[src/rtl/m68k_waitstate_gen.sv]
// Bus-cycle timing stage behind the m68k address decoder: per-device wait states,
// external-ready handshake on device 3 and bus-error timeout, all on clk50.
module m68k_waitstate_gen #(
  parameter int WAIT0     = 0,
  parameter int WAIT1     = 1,
  parameter int WAIT2     = 4,
  parameter int TIMEOUT   = 200,
  parameter int DTACK_LEN = 2,
  parameter int CW        = 8
) (
  input  logic       clk50,
  input  logic       reset,
  input  logic       as_n,
  input  logic [3:0] cs,
  input  logic       ext_ready,
  output logic       dtack_trig,
  output logic       berr_req,
  output logic       busy
);

  typedef enum logic [2:0] {
    ST_IDLE,
    ST_WAIT,
    ST_EXT,
    ST_NOSEL,
    ST_ACK,
    ST_BERR,
    ST_HOLD
  } state_t;

  localparam logic [CW-1:0] ACK_LOAD = CW'(DTACK_LEN - 1);

  state_t        state, state_nx;
  logic [CW-1:0] wcnt, wcnt_nx;
  logic [CW-1:0] tcnt, tcnt_nx;
  logic          dtack_nx, berr_nx;
  logic          as_meta, as_s;
  logic          rdy_meta, rdy_s;

  // NOTE: state and synchronizer flops use non-blocking assignments so every
  // register samples the pre-edge value of every other register.
  always_ff @(posedge clk50) begin
    if (reset) begin
      state      <= ST_IDLE;
      wcnt       <= '0;
      tcnt       <= '0;
      dtack_trig <= 1'b0;
      berr_req   <= 1'b0;
      as_meta    <= 1'b1;
      as_s       <= 1'b1;
      rdy_meta   <= 1'b0;
      rdy_s      <= 1'b0;
    end else begin
      state      <= state_nx;
      wcnt       <= wcnt_nx;
      tcnt       <= tcnt_nx;
      dtack_trig <= dtack_nx;
      berr_req   <= berr_nx;
      as_meta    <= as_n;
      as_s       <= as_meta;
      rdy_meta   <= ext_ready;
      rdy_s      <= rdy_meta;
    end
  end

  // NOTE: every signal written here gets a default first, so no path can
  // leave one unassigned and infer a latch.
  always_comb begin
    state_nx = state;
    wcnt_nx  = wcnt;
    tcnt_nx  = tcnt;
    dtack_nx = 1'b0;
    berr_nx  = 1'b0;

    // Strobe released: abandon the cycle immediately, even mid-ACK.
    if (state != ST_IDLE && as_s) begin
      state_nx = ST_IDLE;
    end else begin
      case (state)
        ST_IDLE: begin
          if (!as_s) begin
            tcnt_nx = CW'(TIMEOUT);
            if (cs[0]) begin
              state_nx = ST_WAIT;
              wcnt_nx  = CW'(WAIT0);
            end else if (cs[1]) begin
              state_nx = ST_WAIT;
              wcnt_nx  = CW'(WAIT1);
            end else if (cs[2]) begin
              state_nx = ST_WAIT;
              wcnt_nx  = CW'(WAIT2);
            end else if (cs[3]) begin
              state_nx = ST_EXT;
            end else begin
              state_nx = ST_NOSEL;
            end
          end
        end
        ST_WAIT: begin
          if (wcnt == '0) begin
            state_nx = ST_ACK;
            wcnt_nx  = ACK_LOAD;
            dtack_nx = 1'b1;
          end else if (tcnt == '0) begin
            state_nx = ST_BERR;
            berr_nx  = 1'b1;
          end else begin
            wcnt_nx = wcnt - CW'(1);
            tcnt_nx = tcnt - CW'(1);
          end
        end
        ST_EXT: begin
          if (rdy_s) begin
            state_nx = ST_ACK;
            wcnt_nx  = ACK_LOAD;
            dtack_nx = 1'b1;
          end else if (tcnt == '0) begin
            state_nx = ST_BERR;
            berr_nx  = 1'b1;
          end else begin
            tcnt_nx = tcnt - CW'(1);
          end
        end
        ST_NOSEL: begin
          if (tcnt == '0) begin
            state_nx = ST_BERR;
            berr_nx  = 1'b1;
          end else begin
            tcnt_nx = tcnt - CW'(1);
          end
        end
        // wcnt is reused as the remaining-pulse counter while acknowledging.
        ST_ACK: begin
          if (wcnt == '0) begin
            state_nx = ST_HOLD;
          end else begin
            wcnt_nx  = wcnt - CW'(1);
            dtack_nx = 1'b1;
          end
        end
        ST_BERR: berr_nx = 1'b1;
        ST_HOLD: ;
        default: state_nx = ST_IDLE;
      endcase
    end
  end

  assign busy = (state != ST_IDLE);

endmodule

[config.mk]
export PLATFORM = sky130hd
export DESIGN_NAME = m68k_waitstate_gen
export DESIGN_NICKNAME = d
export VERILOG_FILES = /design/src/rtl/m68k_waitstate_gen.sv
export SDC_FILE = /design/constraint.sdc
export NUM_CORES = 1
export LEC_CHECK = 0
export ABC_AREA = 1
export BUFFER_PORTS_ARGS = -buffer_cell sky130_fd_sc_hd__clkbuf_2
export CAP_MARGIN = 20
export CORE_MARGIN = 2
export CORE_UTILIZATION = 59
export CTS_CLUSTER_DIAMETER = 50
export DETAILED_ROUTE_END_ITERATION = 10
export PLACE_DENSITY_LB_ADDON = 0.15
export SYNTH_ARGS = -nofsm -noshare
export SYNTH_HDL_FRONTEND = slang
export SYNTH_SLANG_ARGS = --single-unit
[constraint.sdc]
create_clock -name clk50 -period 2.05 [get_ports clk50]
set_input_delay 0 -clock clk50 [delete_from_list [all_inputs] [get_ports clk50]]
set_output_delay 0 -clock clk50 [all_outputs]
set_load 0.03 [all_outputs]
==> out/metrics.yaml <==
outcome:
  outcome: "finished clean"
power_and_ir_drop:
  p_leak_nw: 0.836
  vdd_drop_max_uv: 690
  pwr_density_cell_mw_per_mm2: 911
floorplan:
  fp.coreArea_sq_mm: 0.00269
  die_w_um: 56.7
  die_area_sq_mm: 0.00322
  initial_core_util_pct: 61.1
  io_pins: 11
  num_rows: 19
  die_h_um: 56.7
worst_setup_path:
  required_ps: 2280
  cp.arrival_ps: 1890
  cp_max_fo: 8
  r2r_start: "wcnt[0]$_SDFFE_PP0P_"
  endpoint_kind: "register"
  critPathLaunch: "wcnt[0]$_SDFFE_PP0P_"
  worstSetupPathType: "reg2reg"
  cp-start-kind: "register"
cts:
  cts_made_buffers: 3
  clkTransAtPathRegs_ps: 150
  cts.sinks: 25
  cts_htree_levels: 1
  clk_root_buffer_cell: "clkbuf_4"
  insertion_delay_ps: 330
  max-clock-path-buffers: 2
  cts_resized: 0
  tritoncts: "yes"
global_route:
  grt_use_total_pct: 22.6
  overflow: 0
  grt_antenna_before_repair: 0
  grt_pass1_vias: 1337
  grt_max_degree: 18
  grt_pass1_wl_um: 5910
final_layout:
  drive_gt1_share_pct: 16.5
  syn_to_final_growth_pct: 7.55
  fin_area_sq_mm: 0.00176
  layoutNonFillerInstCount: 304
  final_cell_mix: "76 x nand2_1, 30 x nor2_1, 29 x inv_1"
  fin_nets: 285
  num_antenna_cells: 0
  final_common_cell: "nand2_1"
sta:
  hold_viol: 0
  whs_ps: 39.0
  fin_skew_ps: 8.27
  fin_setup_tns_ps: 0
  relSlewSlack_pct: 66.3
  worst_slew_pin_slew_ps: 503
  finalSetupViolCount: 0
  fmax_mhz: 604
  post-route-min-period_ps: 1660
  min_period_over_period_pct: 80.8
  rsz0062_at_grt: "false"
  finalMaxSlewViolations: 0
placement:
  port_buffers: 10
  place_hpwl_um: 2550
  place_congestion: 0.887
  placed_cells: 298
  dpl_cell_area_sq_mm: 0.00171
worst_hold_path:
  min-delay-start: "cs[3]"
  min_path_type: "in2reg"
routing:
  wire_per_inst_um: 11.0
  drt-total-wl_um: 3340
  route.detailed.drc: 0
  ant_nets: 0
  vias_per_cell: 5.20
  first_pass_iters: 4
  drtIter0Drc: 89
  vias: 1582
yosys:
  synth_cells: 260
  syn_nets: 271
  ys_warn_count: 0
  ys_types: 26
  yosysSeqAreaShare_pct: 30.5
  synth.avg_cell_area_sq_um: 6.31
  syn_area_sq_mm: 0.00164
  ys_seq_elements: 25
run:
  drv_cap: 0
## routing by layer
metal	part of all wire (%)	vias to the layer above	track usage (%)
li1	-	846	-
met1	49	679	35.3
met2	42	55	32.2
met3	8.1	2	3.23
met4	0.33	0	5.78
met5	0	-	0
## area by class of cell
| class | count | area (sq um) |
|---|---|---|
| sequential | 25 | 500 |
| multi-input combinational | 196 | 990 |
| clock buffer | 3 | 22.5 |
| inverter | 36 | 135 |
| tap | 31 | 38.8 |
| timing repair buffer | 12 | 70.1 |
| clock inverter | 1 | 7.51 |
| fill | 246 | 922 |
## timing repair
item	CTS	global route
hold buffers	2	0
setup buffers	0	0
hold endpoints to repair	2	0
## worst max-delay path, cell delays in order, from the launching register on
cell and delay (ps):
dfxtp_1 320, inv_1 170, ha_1 190, nand2_1 100
nor2_4 190, inv_2 80, nand2_1 130, nand3_1 120
o21ai_0 180, a21oi_1 90
## synth_stat cells
master	n	share of area (%)
nand4_2	1	0.76
a21oi_1	11	3.4
xnor2_1	1	0.53
clkbuf_1	2	0.46
or2_2	2	0.76
nor2_2	4	1.5
o21ai_1	3	0.92
inv_1	29	6.6
o22ai_1	1	0.38
ha_1	3	2.3
o21ai_0	9	2.7
buf_4	1	0.46
nand4_1	5	1.9
nand3_2	1	0.61
nand2_4	2	1.4
nor2_4	6	4.1
nand2_1	76	17
nor3_1	4	1.2
xor2_1	4	2.1
nand3b_1	2	0.92
a21oi_2	3	1.6
nor2_1	30	6.9
nand2_2	5	1.9
inv_2	7	1.6
nand3_1	23	7.0
dfxtp_1	25	31
## final timing paths
check	endpoint	slack (ps)	cells after the start
worst max-delay path	state[0]$_SDFFE_PP0P_	390	9
worst min-delay path	state[0]$_SDFFE_PP0P_	40	6
worst max register to register	state[0]$_SDFFE_PP0P_	390	9
worst min register to register	rdy_s$_SDFF_PP0_	420	2
## sequential cells by signal, summed over array words and instances (netlist names)
| name | cells |
|---|---|
| as_meta | 1 |
| wcnt | 8 |
| rdy_s | 1 |
| berr_req | 1 |
| dtack_trig | 1 |
| rdy_meta | 1 |
| as_s | 1 |
| tcnt | 8 |
| state | 3 |
## where the power goes
group          total (mW)  internal, mW  switching, mW
clock               0.235        0.0746          0.160
sequential          0.590         0.535         0.0557
combinational       0.782         0.258          0.524
total                1.61         0.867          0.740
## stage by stage
step           utilization, %  power [mW]  setup WS (ps)
6_report                 65.7        1.61            394
5_1_grt                  65.7        1.75            222
4_1_cts                  65.7        1.61            384
3_5_place_dp             63.8        1.38            408
3_3_place_gp             63.8        1.37            414
2_1_floorplan               -        1.23            620
## cell families (layout without fill, tap and decap cells)
group           count (synthesis)  in the layout  share of synthesized area (%)
xor+xnor                        5              5                           2.67
simple gates                  161            161                           46.4
fa+ha+maj                       3              3                           2.29
buf+inv                        39             52                           9.15
compound gates                 27             27                           9.00
flops                          25             25                           30.5
Power figures use the tool's default switching activity.
